===== config.mk =====
export PLATFORM = sky130hd
export DESIGN_NAME = multicycle_controller
export DESIGN_NICKNAME = d
export VERILOG_FILES = /design/src/rtl/riscv_ctrl_pkg.sv /design/src/rtl/alu_decoder.sv /design/src/rtl/multicycle_controller.sv
export SDC_FILE = /design/constraint.sdc
export NUM_CORES = 1
export LEC_CHECK = 0
export CAP_MARGIN = 5
export CORE_MARGIN = 1.5
export CORE_UTILIZATION = 38
export CTS_BUF_LIST = sky130_fd_sc_hd__clkbuf_16
export DETAILED_ROUTE_END_ITERATION = 16
export PLACE_DENSITY = 0.76
export SYNTH_ARGS = -nofsm -noshare
export SYNTH_HDL_FRONTEND = slang
export SYNTH_SLANG_ARGS = --single-unit

===== constraint.sdc =====
create_clock -name clk -period 2 [get_ports clk]
set_clock_uncertainty 0.1 [all_clocks]
set_input_delay 0.4 -clock clk [delete_from_list [all_inputs] [get_ports clk]]
set_output_delay 0.4 -clock clk [all_outputs]
set_load 0.01 [all_outputs]

===== src/rtl/riscv_ctrl_pkg.sv =====
// rtl/riscv_ctrl_pkg.sv - shared encodings for the multicycle RISC-V controller
package riscv_ctrl_pkg;

  // Controller states; S_TRAP is only reachable when illegal-opcode trapping is built in
  typedef enum logic [3:0] {
    S_FETCH,
    S_DECODE,
    S_MEMADR,
    S_MEMREAD,
    S_MEMWB,
    S_MEMWRITE,
    S_EXECR,
    S_EXECI,
    S_ALUWB,
    S_BRANCH,
    S_JAL,
    S_JALR,
    S_UPPER,
    S_TRAP
  } state_t;

  localparam logic [6:0] OP_LOAD   = 7'b0000011;
  localparam logic [6:0] OP_STORE  = 7'b0100011;
  localparam logic [6:0] OP_R      = 7'b0110011;
  localparam logic [6:0] OP_I      = 7'b0010011;
  localparam logic [6:0] OP_BRANCH = 7'b1100011;
  localparam logic [6:0] OP_JAL    = 7'b1101111;
  localparam logic [6:0] OP_JALR   = 7'b1100111;
  localparam logic [6:0] OP_LUI    = 7'b0110111;
  localparam logic [6:0] OP_AUIPC  = 7'b0010111;

  localparam logic [2:0] IMM_I = 3'b000;
  localparam logic [2:0] IMM_S = 3'b001;
  localparam logic [2:0] IMM_B = 3'b010;
  localparam logic [2:0] IMM_J = 3'b011;
  localparam logic [2:0] IMM_U = 3'b100;

  localparam logic [1:0] RES_ALUOUT    = 2'b00;
  localparam logic [1:0] RES_DATA      = 2'b01;
  localparam logic [1:0] RES_ALURESULT = 2'b10;

  localparam logic [1:0] SRCA_PC    = 2'b00;
  localparam logic [1:0] SRCA_OLDPC = 2'b01;
  localparam logic [1:0] SRCA_RS1   = 2'b10;
  localparam logic [1:0] SRCA_ZERO  = 2'b11;

  localparam logic [1:0] SRCB_RS2  = 2'b00;
  localparam logic [1:0] SRCB_IMM  = 2'b01;
  localparam logic [1:0] SRCB_FOUR = 2'b10;

  localparam logic [1:0] ALUOP_ADD   = 2'b00;
  localparam logic [1:0] ALUOP_SUB   = 2'b01;
  localparam logic [1:0] ALUOP_FUNCT = 2'b10;

  localparam logic [3:0] ALU_ADD  = 4'd0;
  localparam logic [3:0] ALU_SUB  = 4'd1;
  localparam logic [3:0] ALU_AND  = 4'd2;
  localparam logic [3:0] ALU_OR   = 4'd3;
  localparam logic [3:0] ALU_XOR  = 4'd4;
  localparam logic [3:0] ALU_SLT  = 4'd5;
  localparam logic [3:0] ALU_SLTU = 4'd6;
  localparam logic [3:0] ALU_SLL  = 4'd7;
  localparam logic [3:0] ALU_SRL  = 4'd8;
  localparam logic [3:0] ALU_SRA  = 4'd9;

  // Immediate format selected purely from the opcode; loads, I-ALU and jalr share I
  function automatic logic [2:0] imm_src(input logic [6:0] op);
    case (op)
      OP_STORE:         imm_src = IMM_S;
      OP_BRANCH:        imm_src = IMM_B;
      OP_JAL:           imm_src = IMM_J;
      OP_LUI, OP_AUIPC: imm_src = IMM_U;
      default:          imm_src = IMM_I;
    endcase
  endfunction

endpackage


===== src/rtl/alu_decoder.sv =====
// rtl/alu_decoder.sv - maps ALUOp and instruction funct fields to an ALU operation
module alu_decoder
  import riscv_ctrl_pkg::*;
(
  input  logic       opb5,
  input  logic [2:0] funct3,
  input  logic       funct7b5,
  input  logic [1:0] alu_op,
  output logic [3:0] alu_control
);

  // Fixed add/sub for address and compare work, otherwise decode funct3/funct7
  always_comb begin
    alu_control = ALU_ADD;
    case (alu_op)
      ALUOP_ADD: alu_control = ALU_ADD;
      ALUOP_SUB: alu_control = ALU_SUB;
      ALUOP_FUNCT: begin
        case (funct3)
          3'b000:  alu_control = (opb5 && funct7b5) ? ALU_SUB : ALU_ADD;
          3'b001:  alu_control = ALU_SLL;
          3'b010:  alu_control = ALU_SLT;
          3'b011:  alu_control = ALU_SLTU;
          3'b100:  alu_control = ALU_XOR;
          3'b101:  alu_control = funct7b5 ? ALU_SRA : ALU_SRL;
          3'b110:  alu_control = ALU_OR;
          default: alu_control = ALU_AND;
        endcase
      end
      default: alu_control = ALU_ADD;
    endcase
  end

endmodule


===== src/rtl/multicycle_controller.sv =====
// rtl/multicycle_controller.sv - multicycle RV32I control FSM; MC_ILLEGAL_TRAP_EN adds illegal_o trap
module multicycle_controller
  import riscv_ctrl_pkg::*;
#(
  parameter int MEM_LAT   = 0,
  parameter int ALUCTRL_W = 4
) (
  input  logic                 clk,
  input  logic                 reset,
  input  logic [6:0]           op,
  input  logic [2:0]           funct3,
  input  logic                 funct7b5,
  input  logic                 Zero,
  input  logic                 ALUR31,
  input  logic                 branch_ltu,
  output logic                 PCWrite,
  output logic                 AdrSrc,
  output logic                 MemWrite,
  output logic                 IRWrite,
  output logic                 RegWrite,
  output logic [1:0]           ResultSrc,
  output logic [1:0]           ALUSrcA,
  output logic [1:0]           ALUSrcB,
  output logic [2:0]           ImmSrc,
  output logic [ALUCTRL_W-1:0] ALUControl,
`ifdef MC_ILLEGAL_TRAP_EN
  output logic                 instr_done,
  output logic                 illegal_o
`else
  output logic                 instr_done
`endif
);

  state_t     state;
  state_t     out_state;
  logic       last_cnt;
  logic       is_legal;
  logic       taken;
  logic [1:0] alu_op;
  logic [3:0] alu_ctl;

  // Memory-facing states hold for MEM_LAT extra cycles; last_cnt marks the final one
  generate
    if (MEM_LAT == 0) begin : g_no_wait
      assign last_cnt = 1'b1;
    end else begin : g_wait
      localparam int CW = $clog2(MEM_LAT + 1);
      logic [CW-1:0] cnt;
      logic          mem_state;
      assign mem_state = (state == S_FETCH) || (state == S_MEMREAD) || (state == S_MEMWRITE);
      assign last_cnt  = (cnt == CW'(MEM_LAT));
      // Count up while a memory state is waiting, clear on the final count so exit leaves it at zero
      always_ff @(posedge clk) begin
        if (reset)
          cnt <= '0;
        else if (mem_state && !last_cnt)
          cnt <= cnt + CW'(1);
        else
          cnt <= '0;
      end
    end
  endgenerate

  // Opcodes the controller knows how to sequence
  always_comb begin
    is_legal = 1'b0;
    case (op)
      OP_LOAD, OP_STORE, OP_R, OP_I, OP_BRANCH,
      OP_JAL, OP_JALR, OP_LUI, OP_AUIPC: is_legal = 1'b1;
      default:                           is_legal = 1'b0;
    endcase
  end

  // Branch condition from the ALU compare flags; funct3 010/011 are never taken
  always_comb begin
    taken = 1'b0;
    case (funct3)
      3'b000:  taken = Zero;
      3'b001:  taken = !Zero;
      3'b100:  taken = ALUR31;
      3'b101:  taken = !ALUR31;
      3'b110:  taken = branch_ltu;
      3'b111:  taken = !branch_ltu;
      default: taken = 1'b0;
    endcase
  end

  // State sequencing; memory states advance only on their final wait count
  always_ff @(posedge clk) begin
    if (reset) begin
      state <= S_FETCH;
    end else begin
      case (state)
        S_FETCH:    if (last_cnt) state <= S_DECODE;
        S_DECODE: begin
          if (!is_legal) begin
`ifdef MC_ILLEGAL_TRAP_EN
            state <= S_TRAP;
`else
            state <= S_FETCH;
`endif
          end else begin
            case (op)
              OP_LOAD, OP_STORE: state <= S_MEMADR;
              OP_R:              state <= S_EXECR;
              OP_I:              state <= S_EXECI;
              OP_BRANCH:         state <= S_BRANCH;
              OP_JAL:            state <= S_JAL;
              OP_JALR:           state <= S_JALR;
              default:           state <= S_UPPER;
            endcase
          end
        end
        S_MEMADR:   state <= op[5] ? S_MEMWRITE : S_MEMREAD;
        S_MEMREAD:  if (last_cnt) state <= S_MEMWB;
        S_MEMWB:    state <= S_FETCH;
        S_MEMWRITE: if (last_cnt) state <= S_FETCH;
        S_EXECR:    state <= S_ALUWB;
        S_EXECI:    state <= S_ALUWB;
        S_ALUWB:    state <= S_FETCH;
        S_BRANCH:   state <= S_FETCH;
        S_JALR:     state <= S_JAL;
        S_JAL:      state <= S_ALUWB;
        S_UPPER:    state <= S_ALUWB;
        S_TRAP:     state <= S_TRAP;
        default:    state <= S_FETCH;
      endcase
    end
  end

  // During reset the datapath sees FETCH selects with every strobe held low
  assign out_state = reset ? S_FETCH : state;

  // Per-state datapath selects and strobes
  always_comb begin
    PCWrite    = 1'b0;
    AdrSrc     = 1'b0;
    MemWrite   = 1'b0;
    IRWrite    = 1'b0;
    RegWrite   = 1'b0;
    instr_done = 1'b0;
    ResultSrc  = RES_ALUOUT;
    ALUSrcA    = SRCA_PC;
    ALUSrcB    = SRCB_RS2;
    alu_op     = ALUOP_ADD;
    case (out_state)
      S_FETCH: begin
        IRWrite   = last_cnt;
        PCWrite   = last_cnt;
        ALUSrcB   = SRCB_FOUR;
        ResultSrc = RES_ALURESULT;
      end
      S_DECODE: begin
        ALUSrcA    = SRCA_OLDPC;
        ALUSrcB    = SRCB_IMM;
`ifndef MC_ILLEGAL_TRAP_EN
        instr_done = !is_legal;
`endif
      end
      S_MEMADR: begin
        ALUSrcA = SRCA_RS1;
        ALUSrcB = SRCB_IMM;
      end
      S_MEMREAD:  AdrSrc = 1'b1;
      S_MEMWB: begin
        ResultSrc  = RES_DATA;
        RegWrite   = 1'b1;
        instr_done = 1'b1;
      end
      S_MEMWRITE: begin
        AdrSrc     = 1'b1;
        MemWrite   = last_cnt;
        instr_done = last_cnt;
      end
      S_EXECR: begin
        ALUSrcA = SRCA_RS1;
        ALUSrcB = SRCB_RS2;
        alu_op  = ALUOP_FUNCT;
      end
      S_EXECI: begin
        ALUSrcA = SRCA_RS1;
        ALUSrcB = SRCB_IMM;
        alu_op  = ALUOP_FUNCT;
      end
      S_ALUWB: begin
        RegWrite   = 1'b1;
        instr_done = 1'b1;
      end
      S_BRANCH: begin
        ALUSrcA    = SRCA_RS1;
        ALUSrcB    = SRCB_RS2;
        alu_op     = ALUOP_SUB;
        PCWrite    = taken;
        instr_done = 1'b1;
      end
      S_JALR: begin
        ALUSrcA = SRCA_RS1;
        ALUSrcB = SRCB_IMM;
      end
      S_JAL: begin
        ALUSrcA = SRCA_OLDPC;
        ALUSrcB = SRCB_FOUR;
        PCWrite = 1'b1;
      end
      S_UPPER: begin
        ALUSrcA = op[5] ? SRCA_ZERO : SRCA_OLDPC;
        ALUSrcB = SRCB_IMM;
      end
      default: ;
    endcase
    if (reset) begin
      PCWrite    = 1'b0;
      IRWrite    = 1'b0;
      MemWrite   = 1'b0;
      RegWrite   = 1'b0;
      instr_done = 1'b0;
    end
  end

  assign ImmSrc     = imm_src(op);
  assign ALUControl = ALUCTRL_W'(alu_ctl);

`ifdef MC_ILLEGAL_TRAP_EN
  assign illegal_o = (state == S_TRAP) && !reset;
`endif

  alu_decoder u_alu_decoder (
    .opb5        (op[5]),
    .funct3      (funct3),
    .funct7b5    (funct7b5),
    .alu_op      (alu_op),
    .alu_control (alu_ctl)
  );

endmodule


==> flow_summary.ini, run 1 <==
[critical_path]
path_depth = 6
path_max_fanout = 2
cp_cell_sequence = or2b_1 -> or3_4 -> ha_4 -> nand2b_4 -> nor3_4 -> buf_2
cp.arrival_ns = 1.76
cp_slowest_cell = or3_4
path_delay_family = simple AND/OR/NAND/NOR gates
reg2reg_depth = 9
start_kind = register
crit_path_max_incr_delay_ns = 0.37
criticalPathCategory = reg2out
r2r_setup_slack_ns = 0.25
cp.required_ns = 1.50
cp.buffers_inverters = 1
end_kind = output port

[cells_and_area]
drive_gt1_share_pct = 47.6
fin_area_sq_um = 1590
top_regs = state: 4 flops
antennaDiodeCount = 0
fin_util_pct = 79.6
largest-register = state
most-common-layout-cells = buf_4, nor2_1, buf_2, dlygate4sd2_1
area_delta_synth_final_pct = 94.1
nFillCells = 135
layout_commonest_cell = buf_4
largest_reg_flops = 4
fin_nets = 211

[clock_tree]
cts_buffer_depth = 2
clk_latency_ns = 0.22
numCtsBuffers = 3
cts_tree = yes
h-tree-depth = 1
cts.sinks = 4
cts_hold_buf = 0
clk_pin_slew_worst_paths_ns = 0.03
clockRootBuffer = clkbuf_16

[synthesis]
postSynthCellCount = 122
synth-seq-cells = 4
async_flop_share_pct = 0
synth_nets = 140
synthFlopType = dfxtp_1
ys_seq_area_share_pct = 9.76
ys_warn_count = 0
syn-cell-area_sq_um = 821
synth.avg_cell_area_sq_um = 6.73
synth_edf_count = 0
synth.distinct_cells = 44

[sta]
slew_viol_final = 0
period_minus_slack_ns = 2.26
post-route-period-util_pct = 113
fin_ws_ns = -0.257
rsz0062_at_grt = true
clock.fmax_ghz = 0.443
worst_pin_slew_ns = 0.430
slew_headroom_pct = 71.0
setup_viol = 6
finalHoldViolCount = 0

[global_routing]
grt_start_max_net_pins = 18
gr-usage-all-layers_pct = 26.2
grt_pass1_wl_microns = 4970
first_global_vias = 1127
antenna_found_initial = 0
gr-total-overflow = 0

[route]
vias = 1181
drt-initial-drc-count = 30
via_per_inst = 5.42
dr.pass1.iters = 4
final_antenna_net_count = 0
drc = 0
wl_per_cell_microns = 14.3
routed_wl_microns = 3120

[power]
p_comb_share_pct = 34.6
power.density_nw_per_um2 = 378
swShare_pct = 26.0
internal_power_mw = 0.446
clkPwrFrac_pct = 51.4
p_seq_share_pct = 14.0
peakVddDrop_mv = 0.953
power_switching_mw = 0.157
cellLeakagePower_nw = 0.739

[hold_path]
hold_class = in2reg
holdPathStages = 4

[job]
maxCapViolCount = 0

[floorplan]
ioPinCount = 35
die_area_sq_um = 2450
die_w_microns = 49.5
core_area_sq_um = 2000
initial_core_util_pct = 41.0
dieHeight_microns = 49.5
rows = 16

[outcome]
violations = setup timing
status = finished with violations

[placed_design]
pre_cts_slack_ns = -0.928
placed_area_sq_um = 1410
io_buffers = 34
place.gp.congestion = 0.813
hpwl_microns = 2020
-- synth_stat cells (4+ instances only) --
cell | count | share of area (%)
a21oi_1 | 8 | 4.9
clkbuf_1 | 4 | 1.8
dfxtp_1 | 4 | 9.8
inv_1 | 5 | 2.3
nand2_1 | 9 | 4.1
nand2b_1 | 5 | 3.8
nand3b_1 | 4 | 3.7
nor2_1 | 14 | 6.4
nor2b_1 | 4 | 3.0
nor3_1 | 5 | 3.0
-- per-stage QoR --
step	total power [mW]	hold slack, ns	cells	TNS (ns)
after floorplan	0.176	0.497	122	-0.215
after global placement	0.287	0.636	206	-9.13
after detailed placement	0.290	0.641	206	-9.85
after CTS	0.595	0.601	217	-1.05
after global routing	0.626	0.600	218	-1.33
final	0.603	0.569	218	-0.943
-- worst register-to-register path, stage by stage, from the launching register on --
cell and delay (ns):
dfxtp_2 0.31, buf_4 0.18, or2_4 0.17, mux2i_1 0.09, buf_4 0.14, buf_4 0.13
buf_4 0.13, buf_4 0.12, a21oi_1 0.16, o22ai_1 0.09
-- area by class of cell --
type	instances	area (sq um)	area share, %
Inverter	5	21.3	1.34
Clock buffer	3	75.1	4.71
Timing Repair Buffer	75	593	37.2
Tap cell	27	33.8	2.12
Sequential cell	4	82.6	5.18
Multi-Input combinational cell	104	787	49.4
-- cell families after synthesis --
family          synth area share (%)
flops                           9.76
fa+ha+maj                       3.05
mux                             3.66
buf+inv                         9.45
compound gates                  24.5
simple gates                    44.2
xor+xnor                        5.34
-- worst paths after layout --
kind | start | end
setup / recovery | state[3] | ALUControl[3]
hold / removal | op[4] | state[2]
setup reg to reg | state[3] | state[2]
hold reg to reg | state[2] | state[1]
-- power groups by stage --
stage | clock [mW] | sequential [mW] | combinational (mW)
floorplan | 0 | 0.0866 | 0.0897
global placement | 0 | 0.0848 | 0.202
detailed placement | 0 | 0.0849 | 0.205
CTS | 0.312 | 0.0840 | 0.198
finish | 0.310 | 0.0844 | 0.209
global route | 0.317 | 0.0846 | 0.225
-- metal layers --
metal / wire length, microns / track usage [%]
met1: 1310 / 31.2
met2: 1590 / 46.6
met5: 0 / 0
met3: 189 / 4.24
met4: 33 / 10.6
-- repair_timing --
action | 4_1_cts | 5_1_grt
buffers inserted | 8 | 1
pin swaps | 14 | 6
endpoints found under the setup margin | 19 | 12
resized for setup | 88 | 21
Note: power is estimated with default switching activity, not from simulation.
==> run 2: changes to the inputs <==
- ABC_AREA: not set -> 1
- CORE_UTILIZATION: 38 -> 37
==> flow_summary.ini, run 2 <==
[floorplan]
ioPinCount = 35
rows = 16
core_area_sq_um = 1920
initial_core_util_pct = 38.7
dieHeight_microns = 47.9
die_area_sq_um = 2290
die_w_microns = 47.9

[critical_path]
criticalPathCategory = reg2out
cp.required_ns = 1.50
end_kind = output port
start_kind = register
path_max_fanout = 3
cp.arrival_ns = 1.53

[synthesis]
synthFlopType = dfxtp_1
synth_edf_count = 0
postSynthCellCount = 148
synth.distinct_cells = 21
syn-cell-area_sq_um = 744
synth_nets = 166
synth.top_cell.area_share_pct = 20.2
synth_top_area_cell = nand2_1
synth.avg_cell_area_sq_um = 5.03
ys_warn_count = 0
synth_common_cells = nand2_1, inv_1, nor2_1, nand3_1, a21oi_1
synth.most_common_cell = nand2_1
ys_top_cells_by_area = nand2_1, inv_1, dfxtp_1, nor2_1, nand3_1
ys_seq_area_share_pct = 10.8
synth-seq-cells = 4
async_flop_share_pct = 0

[sta]
setup-tns-final_ns = -0.0757
clock.fmax_ghz = 0.492
fin_ws_ns = -0.0328
hold_ws_ns = 0.486
slew_headroom_pct = 85.7
post-route-period-util_pct = 102
setup_viol = 3
slew_viol_final = 0
rsz0062_at_grt = true
worst_pin_slew_ns = 0.213
period_minus_slack_ns = 2.03
finalHoldViolCount = 0

[cells_and_area]
largest_reg_flops = 4
nFillCells = 112
top_regs = state: 4 flops
drive_gt1_share_pct = 54.6
area_delta_synth_final_pct = 118
antennaDiodeCount = 0
instances_no_fill = 256
fin_area_sq_um = 1620
most-common-layout-cells = buf_4, nand2_1, inv_1
fin_nets = 249
layout_commonest_cell = buf_4
fin_util_pct = 84.5
largest-register = state

[placed_design]
io_buffers = 34
place.gp.congestion = 0.943
placed_area_sq_um = 1360
hpwl_microns = 2250
pre_cts_slack_ns = -0.842
place_inst = 242

[global_routing]
grt_start_max_net_pins = 10
gr-total-overflow = 0
grt_pass1_wl_microns = 5360
antenna_found_initial = 0
gr-usage-all-layers_pct = 33.8
first_global_vias = 1267

[outcome]
status = finished with violations
violations = setup timing

[route]
wl_per_cell_microns = 15.0
routed_wl_microns = 3830
dr.pass1.iters = 4
vias = 1364
drt-initial-drc-count = 51
final_antenna_net_count = 0
drc = 0
via_per_inst = 5.33

[power]
fin_total_pwr_mw = 0.606
peakVddDrop_mv = 0.528
cellLeakagePower_nw = 0.881
power.density_nw_per_um2 = 373

[clock_tree]
numCtsBuffers = 3
clk_pin_slew_worst_paths_ns = 0.03
cts_hold_buf = 0
cts_tree = yes
cts_buffer_depth = 2
h-tree-depth = 1
cts.sinks = 4
clk_latency_ns = 0.23
clockRootBuffer = clkbuf_16

[hold_path]
hold_class = in2reg

[job]
maxCapViolCount = 0
==> run 2: path summary, 6_finish.rpt <==
check | start | endpoint | slack [ns] | cells after the start
max reg2reg | state[0] | state[0] | 0.55 | 8
min | reset | state[3] | 0.49 | 3
max | state[3] | ALUControl[1] | -0.03 | 8
min reg2reg | state[2] | state[1] | 0.68 | 4
==> run 2: cell type report <==
| type | instances | area, sq um | area share (%) |
|---|---|---|---|
| multi-input combinational | 113 | 726 | 44.7 |
| sequential | 4 | 87.6 | 5.39 |
| timing repair buffer | 79 | 584 | 36.0 |
| clock buffer | 3 | 75.1 | 4.62 |
| inverter | 30 | 118 | 7.24 |
| tap | 27 | 33.8 | 2.08 |
==> run 2: kinds of logic after synthesis <==
group           after synthesis  share of synthesized area, %
simple gates                 92                          55.1
buf+inv                      31                          16.6
compound gates               19                          14.1
flops                         4                          10.8
fa+ha+maj                     2                          3.36
==> run 2: what timing repair did <==
action,CTS,global route
gates resized for setup,111,41
setup endpoints to repair,19,14
setup buffers,11,1
pin swaps,14,12
==> run 2: metal layers <==
metal  share of wire, %  wire (microns)  GRT usage (%)  up-vias
met5                  0               0              0        -
met4                7.3             280           22.7        0
met3                6.9             266           4.91       29
met1                 35            1350           36.7      618
met2                 50            1930           60.0       90
li1                   -               -              -      627
==> run 2: critical path, cell delays in order (launching register included) <==
cell and delay (ns):
dfxtp_4 0.36, inv_4 0.05, nor2_4 0.11, nand3_4 0.10, nor2_4 0.12, inv_2 0.06, ha_4 0.23, nor3_2 0.13
buf_2 0.14
==> run 2: report_power, final <==
group | switching (mW) | total, mW | internal, mW
Sequential | 0.00281 | 0.0849 | 0.0821
Combinational | 0.109 | 0.199 | 0.0900
Clock | 0.0649 | 0.321 | 0.256
